### src/rtl/mem_arbiter_if.sv
// Bus bundle between the core's fetch/data requesters, the arbiter and the RAM.
// slave: arbiter view; master: core + RAM side.
interface mem_arbiter_if #(
    parameter int ADDR_W = 10
);
    logic              if_req;
    logic [31:0]       if_addr;
    logic              if_gnt;
    logic              if_valid;
    logic [31:0]       if_rdata;

    logic              dm_req;
    logic              dm_we;
    logic [31:0]       dm_addr;
    logic [31:0]       dm_wdata;
    logic              dm_gnt;
    logic              dm_valid;
    logic [31:0]       dm_rdata;
    logic              dm_err;

    logic              ram_en;
    logic              ram_we;
    logic [ADDR_W-1:0] ram_addr;
    logic [31:0]       ram_wdata;
    logic [31:0]       ram_rdata;

    modport slave (
        input  if_req, if_addr,
        output if_gnt, if_valid, if_rdata,
        input  dm_req, dm_we, dm_addr, dm_wdata,
        output dm_gnt, dm_valid, dm_rdata, dm_err,
        output ram_en, ram_we, ram_addr, ram_wdata,
        input  ram_rdata
    );

    modport master (
        output if_req, if_addr,
        input  if_gnt, if_valid, if_rdata,
        output dm_req, dm_we, dm_addr, dm_wdata,
        input  dm_gnt, dm_valid, dm_rdata, dm_err,
        input  ram_en, ram_we, ram_addr, ram_wdata,
        output ram_rdata
    );
endinterface

### src/rtl/mem_arbiter.sv
// Shares one single-port sync RAM between fetch and load/store requesters.
// Ports: CLK, RESET (sync, active-high), bus (mem_arbiter_if.slave).
module mem_arbiter #(
    parameter int ADDR_W     = 10,
    parameter int STARVE_MAX = 4
) (
    input  logic         CLK,
    input  logic         RESET,
    mem_arbiter_if.slave bus
);

    typedef enum logic [1:0] {
        IDLE   = 2'd0,
        RET_IF = 2'd1,
        RET_DM = 2'd2
    } state_e;

    localparam logic [3:0] SMAX = 4'(STARVE_MAX);

    state_e     state_q, state_d;
    logic [3:0] starve_q, starve_d;
    logic       ret_we_q, ret_we_d;
    logic       ret_err_q, ret_err_d;

    logic force_if;
    logic gnt_if;
    logic gnt_dm;
    logic dm_mis;
    logic if_vld;
    logic dm_vld;

    // Word-offset and high bits of the fetch address are not decoded.
    logic unused_addr;
    assign unused_addr = ^{bus.if_addr[31:ADDR_W+2], bus.if_addr[1:0],
                           bus.dm_addr[31:ADDR_W+2]};

    always_ff @(posedge CLK) begin
        if (RESET) begin
            state_q   <= IDLE;
            starve_q  <= 4'd0;
            ret_we_q  <= 1'b0;
            ret_err_q <= 1'b0;
        end else begin
            state_q   <= state_d;
            starve_q  <= starve_d;
            ret_we_q  <= ret_we_d;
            ret_err_q <= ret_err_d;
        end
    end

    always_comb begin
        state_d   = IDLE;
        starve_d  = 4'd0;
        ret_we_d  = 1'b0;
        ret_err_d = 1'b0;

        bus.ram_en    = 1'b0;
        bus.ram_we    = 1'b0;
        bus.ram_addr  = '0;
        bus.ram_wdata = '0;

        // A starved fetch overrides the normal data-first priority.
        force_if = bus.if_req && (starve_q == SMAX);
        gnt_if   = !RESET && bus.if_req && (force_if || !bus.dm_req);
        gnt_dm   = !RESET && bus.dm_req && !force_if;
        dm_mis   = bus.dm_addr[1:0] != 2'b00;

        if (gnt_dm) begin
            bus.ram_en    = !dm_mis;
            bus.ram_we    = bus.dm_we && !dm_mis;
            bus.ram_addr  = bus.dm_addr[ADDR_W+1:2];
            bus.ram_wdata = bus.dm_wdata;
            state_d       = RET_DM;
            ret_we_d      = bus.dm_we;
            ret_err_d     = dm_mis;
        end else if (gnt_if) begin
            bus.ram_en   = 1'b1;
            bus.ram_addr = bus.if_addr[ADDR_W+1:2];
            state_d      = RET_IF;
        end

        if (bus.if_req && !gnt_if) begin
            starve_d = (starve_q == SMAX) ? starve_q : starve_q + 4'd1;
        end

        bus.if_gnt = gnt_if;
        bus.dm_gnt = gnt_dm;

        // A response falling in a reset cycle is dropped.
        if_vld = !RESET && (state_q == RET_IF);
        dm_vld = !RESET && (state_q == RET_DM);

        bus.if_valid = if_vld;
        bus.if_rdata = if_vld ? bus.ram_rdata : 32'd0;
        bus.dm_valid = dm_vld;
        bus.dm_rdata = (dm_vld && !ret_we_q && !ret_err_q)
                     ? bus.ram_rdata : 32'd0;
        bus.dm_err   = dm_vld && ret_err_q;
    end

endmodule

### src/flat_wrapper.sv
// flat-port wrapper written by rule: the top's interface ports become plain ports
module mem_arbiter_flat 
#(
    parameter int ADDR_W     = 10,
    parameter int STARVE_MAX = 4
)
  (CLK, RESET, bus_if_req, bus_if_addr, bus_if_gnt, bus_if_valid, bus_if_rdata, bus_dm_req, bus_dm_we, bus_dm_addr, bus_dm_wdata, bus_dm_gnt, bus_dm_valid, bus_dm_rdata, bus_dm_err, bus_ram_en, bus_ram_we, bus_ram_addr, bus_ram_wdata, bus_ram_rdata);
  mem_arbiter_if #(.ADDR_W(ADDR_W)) bus_i ();
  input  logic CLK;
  input  logic RESET;
  input wire logic [$bits(bus_i.if_req)-1:0] bus_if_req;
  input wire logic [$bits(bus_i.if_addr)-1:0] bus_if_addr;
  output wire logic [$bits(bus_i.if_gnt)-1:0] bus_if_gnt;
  output wire logic [$bits(bus_i.if_valid)-1:0] bus_if_valid;
  output wire logic [$bits(bus_i.if_rdata)-1:0] bus_if_rdata;
  input wire logic [$bits(bus_i.dm_req)-1:0] bus_dm_req;
  input wire logic [$bits(bus_i.dm_we)-1:0] bus_dm_we;
  input wire logic [$bits(bus_i.dm_addr)-1:0] bus_dm_addr;
  input wire logic [$bits(bus_i.dm_wdata)-1:0] bus_dm_wdata;
  output wire logic [$bits(bus_i.dm_gnt)-1:0] bus_dm_gnt;
  output wire logic [$bits(bus_i.dm_valid)-1:0] bus_dm_valid;
  output wire logic [$bits(bus_i.dm_rdata)-1:0] bus_dm_rdata;
  output wire logic [$bits(bus_i.dm_err)-1:0] bus_dm_err;
  output wire logic [$bits(bus_i.ram_en)-1:0] bus_ram_en;
  output wire logic [$bits(bus_i.ram_we)-1:0] bus_ram_we;
  output wire logic [$bits(bus_i.ram_addr)-1:0] bus_ram_addr;
  output wire logic [$bits(bus_i.ram_wdata)-1:0] bus_ram_wdata;
  input wire logic [$bits(bus_i.ram_rdata)-1:0] bus_ram_rdata;
  assign bus_i.if_req = bus_if_req;
  assign bus_i.if_addr = bus_if_addr;
  assign bus_if_gnt = bus_i.if_gnt;
  assign bus_if_valid = bus_i.if_valid;
  assign bus_if_rdata = bus_i.if_rdata;
  assign bus_i.dm_req = bus_dm_req;
  assign bus_i.dm_we = bus_dm_we;
  assign bus_i.dm_addr = bus_dm_addr;
  assign bus_i.dm_wdata = bus_dm_wdata;
  assign bus_dm_gnt = bus_i.dm_gnt;
  assign bus_dm_valid = bus_i.dm_valid;
  assign bus_dm_rdata = bus_i.dm_rdata;
  assign bus_dm_err = bus_i.dm_err;
  assign bus_ram_en = bus_i.ram_en;
  assign bus_ram_we = bus_i.ram_we;
  assign bus_ram_addr = bus_i.ram_addr;
  assign bus_ram_wdata = bus_i.ram_wdata;
  assign bus_i.ram_rdata = bus_ram_rdata;
  mem_arbiter #(.ADDR_W(ADDR_W), .STARVE_MAX(STARVE_MAX)) u_core (.CLK(CLK), .RESET(RESET), .bus(bus_i));
endmodule
### config.mk
export PLATFORM = sky130hd
export DESIGN_NAME = mem_arbiter_flat
export DESIGN_NICKNAME = d
export VERILOG_FILES = /design/src/rtl/mem_arbiter_if.sv /design/src/rtl/mem_arbiter.sv /design/src/flat_wrapper.sv
export SDC_FILE = /design/constraint.sdc
export NUM_CORES = 1
export LEC_CHECK = 0
export ABC_AREA = 1
export BUFFER_PORTS_ARGS = -buffer_cell sky130_fd_sc_hd__buf_2
export CAP_MARGIN = 30
export CORE_AREA = 2 2 94 96
export DETAILED_ROUTE_END_ITERATION = 6
export DIE_AREA = 0 0 96 98
export HOLD_SLACK_MARGIN = 0.06
export PLACE_DENSITY = 0.52
export SETUP_SLACK_MARGIN = 0.1
export SLEW_MARGIN = 30
export SYNTH_ARGS = -nofsm -noshare
export SYNTH_HDL_FRONTEND = slang
export SYNTH_SLANG_ARGS = --single-unit
### constraint.sdc
create_clock -name CLK -period 1.8 [get_ports CLK]
set_clock_uncertainty 0.15 [all_clocks]
set_input_delay 0.18 -clock CLK [delete_from_list [all_inputs] [get_ports CLK]]
set_output_delay 0.18 -clock CLK [all_outputs]
set_load 0.05 [all_outputs]
# ---- After elaboration in Yosys (flattened, before gate mapping)
# Cells that the tools add are included.
dict set report classes {
  bitwise 2
  n_eq_ne 3
  n_addsub 1
  n_reduce_logical 24
  muxes 10
}
# cell n
set ops {}
lappend ops {{2-to-1 mux 32 bit} 3}
lappend ops {{2-to-1 mux 10 bit} 2}
lappend ops {{logical AND 1 bit} 12}
lappend ops {{logical NOT 1 bit} 7}
lappend ops {{OR reduction 2 bit} 3}
lappend ops {{adder 4 x 1 -> 4 bit (second input constant)} 1}
lappend ops {{equality test 4 x 3 -> 1 bit (second input constant)} 1}
lappend ops {{2-to-1 mux 1 bit} 4}
lappend ops {{equality test 2 x 1 -> 1 bit (second input constant)} 1}
lappend ops {{equality test 2 bit (second input constant)} 1}
lappend ops {{2-to-1 mux 2 bit} 1}
lappend ops {{inverter 1 bit} 2}
lappend ops {{nonzero test 2 bit} 1}
lappend ops {{logical OR 1 bit} 1}
dict set report word_totals {
  reg_bits 8
  input_bits 133
  wordCells 45
  out_inout_bits 113
}

# ---- Depth between registers and ports, before layout
# Gate-level depths: netlist (run 1).
dict set report logic_depth {
  ltp_word 8
  ltp_mapped 7
  ltp_nobuf 6
}

# ---- Least setup slack after synthesis (run 1)
# No wires, ideal clock.
dict set report synth_path {
  kind {reg-to-output}
  start {register u_core.state_q[0]}
  end {output port bus_dm_rdata[10]}
  n_path_buf 1
  t_arrival_ns 2.126
  path_stages_with_launch 5
  required_time_ns 1.470
  slack_ns -0.656
  path_cell_list {dfxtp_1 > nor3_2 > nand2_1 > buf_2 > nor2_1}
}
dict set report synth_between {
  elab_chain_len 5
}
# element line
set synth_rtl {}
lappend synth_rtl {{start: declaration} mem_arbiter.sv:20} ;# state_e state_q, state_d;
lappend synth_rtl {{start signal: assignment} mem_arbiter.sv:44} ;# state_q <= state_d;
lappend synth_rtl {{equality test 2 bit} mem_arbiter.sv:91} ;# dm_vld = !RESET && (state_q == RET_DM);
lappend synth_rtl {{logical AND 1 bit} mem_arbiter.sv:91}
lappend synth_rtl {{named net bus_dm_valid} flat_wrapper.sv:21} ;# output wire logic [$bits(bus_i.dm_valid)-1:0] bus_dm_valid;
lappend synth_rtl {{logical AND 1 bit (2 in a row)} mem_arbiter.sv:96} ;# bus.dm_rdata = (dm_vld && !ret_we_q && !ret_err_q)
lappend synth_rtl {{2-to-1 mux 32 bit} mem_arbiter.sv:97} ;# ? bus.ram_rdata : 32'd0;
lappend synth_rtl {{end: declaration} flat_wrapper.sv:22} ;# output wire logic [$bits(bus_i.dm_rdata)-1:0] bus_dm_rdata;
# The timed path passes the listed nets, and every way through them passes these cells.

# ---- Worst setup path after layout (run 1)
dict set report layout_path {
  start {register u_core.starve_q[1]}
  end {output port bus_ram_en}
}
dict set report layout_between {
  elab_chain_len 6
  word_cells_on_any_way 8
  classes_between {eq/ne: 1; mux: 2; reduce/logical: 5}
}
# element line
set layout_rtl {}
lappend layout_rtl {{start: declaration} mem_arbiter.sv:21} ;# logic [3:0] starve_q, starve_d;
lappend layout_rtl {{start signal: assignment} mem_arbiter.sv:45} ;# starve_q <= starve_d;
lappend layout_rtl {{equality test 4 x 3 -> 1 bit *} mem_arbiter.sv:63} ;# force_if = bus.if_req && (starve_q == SMAX);
lappend layout_rtl {{logical AND 1 bit *} mem_arbiter.sv:63}
lappend layout_rtl {{logical OR 1 bit} mem_arbiter.sv:64} ;# gnt_if = !RESET && bus.if_req && (force_if || !bus.dm_req);
lappend layout_rtl {{logical AND 1 bit} mem_arbiter.sv:64}
lappend layout_rtl {{2-to-1 mux 1 bit} mem_arbiter.sv:76} ;# end else if (gnt_if) begin
lappend layout_rtl {{2-to-1 mux 1 bit *} mem_arbiter.sv:68} ;# if (gnt_dm) begin
lappend layout_rtl {{end: declaration} flat_wrapper.sv:24} ;# output wire logic [$bits(bus_i.ram_en)-1:0] bus_ram_en;
# Mark *: on every way between the ends. The rest lies on a longest branch, timed or not.

==> key figures, run 1 <==
Status
  – Status: finished, violations left
  – Failing checks: setup timing

STA
  – Worst setup margin: -0.145 ns
  – Final setup fails: 47
  – Min Tclk post-route: 1.94 ns
  – Slew headroom: 0.779
  – RSZ-0062 raised after global routing: true
  – Slew Limit Fails: 0
  – Fin. Hold Viols: 0
  – Post-route setup TNS: -5.41 ns
  – Fmax: 514 MHz
  – Worst hold slack: 0.0918 ns
  – Worst slew pin tran: 0.331 ns
  – Period Utilization, post-route: 1.08

Die
  – IO Pins: 246
  – Die H: 98 um
  – Starting Density: 0.143
  – Die X: 96 um
  – Die area: 9410 um2
  – Row cnt: 34
  – Total core area: 8470 um2

Clocking
  – CTS tree: yes
  – Root buffer cell: clkbuf_8
  – H-tree depth: 1
  – Sink Count: 8
  – # hold bufs at CTS: 0
  – CTS buffer count: 3
  – Clock transition at path regs: 0.04 ns
  – Worst-Skew Late Latency: 0.23 ns
  – Clock Path Buffers: 2

Detailed routing
  – Via count: 2,341
  – DR WL/cell: 10.8 um
  – Drt first pass iters: 4
  – Routed met2 length: 3570 um
  – Met1 wire length: 2170 um
  – Iter 0 DRT Violations: 45
  – Vias/cell: 3.95
  – Drt total wl: 6420 um
  – Top layer in use: met4
  – DR DRC count: 0
  – WL met3: 656 um
  – Routed Antenna Nets: 0

Synthesis
  – Mean Syn Cell Area: 4.69 um2
  – Syn Nets: 393
  – Sequential-to-total area share from yosys stat: 0.132
  – Synth area leader: nor2_1
  – Top cells by area, synth: nor2_1 (31%), inv_1 (25%), dfxtp_1 (13%), nand3_1 (9.9%), nand2_1 (5.0%)
  – Syn. warnings: 0
  – Synthesis-stage register bit count: 8
  – Yosys top cell area share: 0.313
  – Mapped Area: 1210 um2
  – Number of distinct library cells after synthesis: 19
  – Cell count after synthesis: 258

Worst hold path
  – Worst Hold Launch: bus_dm_we
  – Min-Delay Path Class: input port to flop

Power
  – Internal power: 0.679 mW
  – Pwr dens: 321 nW/um2
  – Lkg Pwr: 2.20 nW
  – Seq pwr share: 0.145
  – Comb power frac: 0.691
  – Switching power: 0.610 mW
  – Clock power frac: 0.164
  – Max VDD drop: 0.000166 V
  – Switch share: 0.473
  – Design Power: 1.29 mW

Critical path
  – CP Class: flop to primary output
  – Critical Path Start: u_core.starve_q[1]$_SDFFE_PP0P_
  – CP startpoint kind: flop
  – Critical Path RT: 1.47 ns
  – Crit-path max FO: 8
  – RR Startpoint: u_core.starve_q[1]$_SDFFE_PP0P_
  – Data arrival, critical path: 1.61 ns
  – Setup crit end kind: primary output

Global routing
  – Vias in the first global route: 2,178
  – Total global routing overflow: 0
  – Initial antenna violation count: 0
  – Largest net degree at the start of global routing: 34
  – First-pass GRT wire length: 9320 um
  – Total GRT Usage: 0.121

Place
  – Port Buf Inserts: 203
  – Post-DP HPWL: 4670 um
  – DP Cell Count: 578
  – RePlAce Congestion: 0.757

Final layout
  – Ratio of cells with drive above 1 in the final layout: 0.711
  – Final Non-Filler Cells: 593
  – Antenna cell count: 0
  – # nets final: 622
  – Area growth from synthesis to layout: 232%

Run
  – MaxCap Viol Count: 0
-- cell usage after synthesis --
library cell    n
o21ai_0         2
or2_2           1
buf_4           1
ha_1            2
and2_1          1
a21oi_1         3
nor3_2          1
xnor2_1         1
buf_6           2
nand2_1        16
nand3_1        24
dfxtp_1         8
nand4_1         3
nor3_1          1
inv_1          79
nor2_2          1
clkbuf_1        2
nor2_1        101
buf_2           9
-- worst paths after layout --
check	slack [ns]	end	cells after the start
min	0.09	u_core.ret_we_q$_SDFF_PP0_	3
max	-0.14	bus_ram_en	7
max reg2reg	0.25	u_core.ret_we_q$_SDFF_PP0_	7
min reg2reg	0.44	u_core.starve_q[3]$_SDFFE_PP0P_	3
-- kinds of logic (layout without fill, tap and decap cells) --
| family | count (synthesis) | after routing | share of synthesized area |
|---|---|---|---|
| XOR/XNOR | 1 | 1 | 0.00724 |
| AO/OA/AOI/OAI | 5 | 5 | 0.0207 |
| adder cells (fa/ha/maj) | 2 | 2 | 0.0207 |
| AND/OR/NAND/NOR | 149 | 149 | 0.506 |
| flip-flops | 8 | 8 | 0.132 |
| buffers and inverters | 93 | 320 | 0.313 |
-- power by group through the flow --
stage                     combinational [mW]  clock [mW]  sequential (mW)
final                                  0.892       0.211            0.187
after global placement                 0.703           0            0.189
after global routing                   0.942       0.225            0.187
after CTS                              0.865       0.217            0.186
after floorplan                        0.503           0            0.189
after detailed placement               0.707           0            0.189
-- cells in the final DEF, fill, tap and decap left out, types with 2 or more instances in the layout --
cell type / synthesis / layout
a21oi_1: 3 / 3
buf_12: 0 / 5
buf_16: 0 / 2
buf_2: 9 / 123
buf_4: 1 / 17
buf_6: 2 / 46
buf_8: 0 / 44
clkbuf_8: 0 / 3
dfxtp_1: 8 / 4
dfxtp_2: 0 / 4
inv_1: 79 / 74
inv_2: 0 / 4
nand2_1: 16 / 2
nand2_2: 0 / 11
nand2_4: 0 / 3
nand3_1: 24 / 14
nand3_2: 0 / 10
nand4_1: 3 / 3
nor2_1: 101 / 37
nor2_2: 1 / 2
nor2_4: 0 / 63
nor3_4: 0 / 2
-- metal layers --
layer	track usage	vias to the layer above
li1	-	1180
met1	0.123	1014
met2	0.245	145
met3	0.0239	2
met4	0.0198	0
met5	0	-
-- worst max-delay path: stages, from the launching register on --
cell and delay [ns]:
dfxtp_2 0.33, inv_2 0.04, ha_4 0.15, nand4_1 0.21, nand2_4 0.18, buf_12 0.18
o21ai_4 0.13, buf_8 0.16
-- sequential cells by signal (all words and copies together) (netlist names) --
register / flops
u_core.ret_we_q: 1
u_core.starve_q: 4
u_core.ret_err_q: 1
u_core.state_q: 2
-- metrics by stage --
step / utilization / setup WS, ns / area [um2]
final: 0.474 / -0.145 / 4020
after global routing: 0.474 / -0.257 / 4020
after global placement: 0.356 / 0.00255 / 3020
after CTS: 0.454 / -0.168 / 3840
after floorplan: - / -0.0364 / 1780
after detailed placement: 0.356 / -0.0300 / 3020
-- what timing repair did --
item	in CTS	in global routing
setup buffers	7	4
setup endpoints to repair	77	110
cloned	3	0
pin swaps	8	14
resized for setup	201	50
-- final cells by class --
class	count	area, um2
multi-input cells	157	1290
inverters	79	300
well taps	108	135
repair buffers	238	2080
fillers	771	4450
flip-flops and latches	8	165
clock buffers	3	41.3
Note: power is estimated with default switching activity, not from simulation.
==> run 2, diff against run 1 <==
Settings changed: ABC_AREA 1 to 0, CORE_AREA 2 2 94 96 to 2 2 96 98, DIE_AREA 0 0 96 98 to 0 0 98 100, PLACE_DENSITY 0.52 to 0.49.
==> run 2 against run 1 <==
- the flow still finishes with violations (setup timing)
- first-iteration DRC count fell by 42%
- combinational power fell by 3.6%
- count of clock-buffer cells in the layout did not move
- core utilization fell by 0.62 points
==> key figures, run 2 <==
Status
  – Status: finished, violations left
  – Failing checks: setup timing

Critical path
  – Crit path largest cell delay: 0.33 ns
  – Setup crit end kind: primary output
  – CP startpoint kind: flop
  – RR Startpoint: u_core.starve_q[0]$_SDFFE_PP0P_
  – Critical Path RT: 1.47 ns
  – Crit-path max FO: 25
  – Critical Path Start: u_core.starve_q[0]$_SDFFE_PP0P_
  – Crit-path cells: inv_2 > ha_4 > and3b_4 > a21oi_4 > buf_12 > and3_4 > buf_8
  – CP Class: flop to primary output
  – Family with the most delay on the worst path: simple AND/OR/NAND/NOR gates
  – Worst path slowest cell: dfxtp_2
  – Data arrival, critical path: 1.69 ns
  – Worst R2R Path Depth: 6
  – Worst r2r dst: u_core.starve_q[3]$_SDFFE_PP0P_
  – Buffers and inverters on the worst path: 3
  – Reg2Reg Setup Slack: 0.32 ns

Die
  – Die H: 100 um
  – Total core area: 8890 um2
  – Die area: 9800 um2
  – IO Pins: 246
  – Die X: 98 um
  – Starting Density: 0.127
  – Row cnt: 35

Final layout
  – Antenna cell count: 0
  – Largest Register: u_core.starve_q
  – Area growth from synthesis to layout: 269%
  – Top Registers: u_core.starve_q: 4 flops, u_core.state_q: 2 flops
  – Most frequent cells in the layout: buf_8 (97), and2_4 (96), buf_2 (92)
  – Final Instance Area: 4160 um2
  – Fillers: 787
  – Final Non-Filler Cells: 492
  – Ratio of cells with drive above 1 in the final layout: 0.940
  – Largest register FFs: 4
  – Most common cell after layout, fill and taps aside: buf_8
  – # nets final: 518

Synthesis
  – Top cells by area, synth: and2_1 (54%), dfxtp_1 (14%), a22o_1 (7.8%), buf_2 (2.2%), ha_1 (2.2%)
  – Mapped Area: 1130 um2
  – Synth area leader: and2_1
  – Number of distinct library cells after synthesis: 25
  – Synth Flop Type: dfxtp_1
  – Count leader, synth: and2_1
  – Cell count after synthesis: 155
  – Mean Syn Cell Area: 7.28 um2
  – Syn. warnings: 0
  – Async set-reset flop share out of synthesis: 0
  – Yosys top cell area share: 0.543
  – Syn Nets: 290
  – Sequential-to-total area share from yosys stat: 0.142
  – Post-synth top cells: and2_1 (98), a22o_1 (10), dfxtp_1 (8)
  – Post-synth EDFFs: 0
  – Synthesis-stage register bit count: 8

STA
  – Fmax: 496 MHz
  – Slew headroom: 0.824
  – Final setup fails: 94
  – Min Tclk post-route: 2.02 ns
  – Worst hold slack: 0.0838 ns
  – Slew Limit Fails: 0
  – RSZ-0062 raised after global routing: true
  – Worst setup margin: -0.218 ns
  – Fin. Hold Viols: 0
  – Period Utilization, post-route: 1.12
  – Worst slew pin tran: 0.261 ns

Detailed routing
  – Drt total wl: 6840 um
  – Drt first pass iters: 4
  – DR WL/cell: 13.9 um
  – Via count: 2,001
  – Vias/cell: 4.07
  – Routed Antenna Nets: 0
  – DR DRC count: 0
  – Iter 0 DRT Violations: 26

Worst hold path
  – Min-Delay Path Class: input port to flop
  – WHS Endpoint: u_core.ret_err_q$_SDFF_PP0_
  – Hold Path Depth: 3
  – Worst Hold Launch: bus_dm_addr[0]

Global routing
  – Initial antenna violation count: 0
  – Total global routing overflow: 0
  – Total GRT Usage: 0.134
  – First-pass GRT wire length: 10,600 um
  – Vias in the first global route: 2,092
  – Largest net degree at the start of global routing: 26

Power
  – Lkg Pwr: 2.06 nW
  – Design Power: 1.26 mW
  – Switch share: 0.411
  – Comb power frac: 0.683
  – Seq pwr share: 0.150
  – Internal power: 0.742 mW
  – Switching power: 0.518 mW
  – Pwr dens: 303 nW/um2
  – Clock power frac: 0.167
  – Max VDD drop: 0.000240 V

Clocking
  – CTS buffer count: 3
  – CTS tree: yes
  – H-tree depth: 1
  – Clock transition at path regs: 0.04 ns
  – Sink Count: 8
  – Clock Path Buffers: 2
  – Root buffer cell: clkbuf_8
  – Worst-Skew Late Latency: 0.23 ns

Place
  – Post-DP HPWL: 4120 um
  – Dpl cell area: 2650 um2
  – Port Buf Inserts: 203
  – RePlAce Congestion: 0.721
  – DP Cell Count: 468

Run
  – MaxCap Viol Count: 0
-- run 2: routing by layer --
layer	GRT usage	part of all wire
met1	0.141	0.34
met2	0.272	0.54
met3	0.0313	0.10
met4	0.0246	0.011
met5	0	0
-- run 2: worst max-delay path by stage --
stage / slack (ns) / depth (start not counted) / end
floorplan: -0.13 / 4 / bus_dm_rdata[10]
finish: -0.22 / 7 / bus_ram_we
global route: -0.31 / 7 / bus_ram_we
CTS: -0.22 / 7 / bus_ram_wdata[17]
detailed placement: -0.07 / 7 / bus_ram_we
global placement: -0.06 / 7 / bus_ram_we
-- run 2: tightest hold or removal path, cell delays in order --
cell     delay, ns
buf_2         0.07
nor2_1        0.06
nor2b_1       0.10
-- run 2: per-stage QoR --
stage	setup TNS, ns	util	setup slack, ns
floorplan	-3.82	-	-0.127
global placement	-0.325	0.299	-0.0637
detailed placement	-0.579	0.299	-0.0678
CTS	-14.66	0.464	-0.221
global route	-19.62	0.468	-0.307
finish	-11.50	0.468	-0.218
-- run 2: logic make-up (layout without fill, tap and decap cells) --
| group | count (synthesis) | after routing | share of synthesized area |
|---|---|---|---|
| compound gates | 15 | 15 | 0.105 |
| xor+xnor | 1 | 1 | 0.00776 |
| fa+ha+maj | 2 | 2 | 0.0222 |
| buf+inv | 14 | 240 | 0.0599 |
| flops | 8 | 8 | 0.142 |
| mux | 1 | 1 | 0.00998 |
| simple gates | 114 | 114 | 0.653 |
-- run 2: final cells by class --
cell class	count	area [um2]	area share
Multi-Input combinational cell	133	1280	0.308
Timing Repair Buffer	235	2530	0.607
Clock buffer	3	41.3	0.00992
Tap cell	111	139	0.0334
Sequential cell	8	165	0.0397
Inverter	2	7.51	0.00180
-- run 2: timing repair --
action | 4_1_cts | 5_1_grt
pin swaps | 33 | 7
gates cloned | 7 | 1
setup buffers | 15 | 1
endpoints found under the hold margin | 2 | 0
hold buffers | 2 | 0
gates resized for setup | 337 | 32
endpoints found under the setup margin | 110 | 111
-- run 2: power groups by stage --
stage	clock network (mW)	logic, mW	registers (mW)
finish	0.211	0.860	0.189
global route	0.228	0.898	0.189
detailed placement	0	0.624	0.191
floorplan	0	0.431	0.191
CTS	0.218	0.841	0.189
global placement	0	0.621	0.191
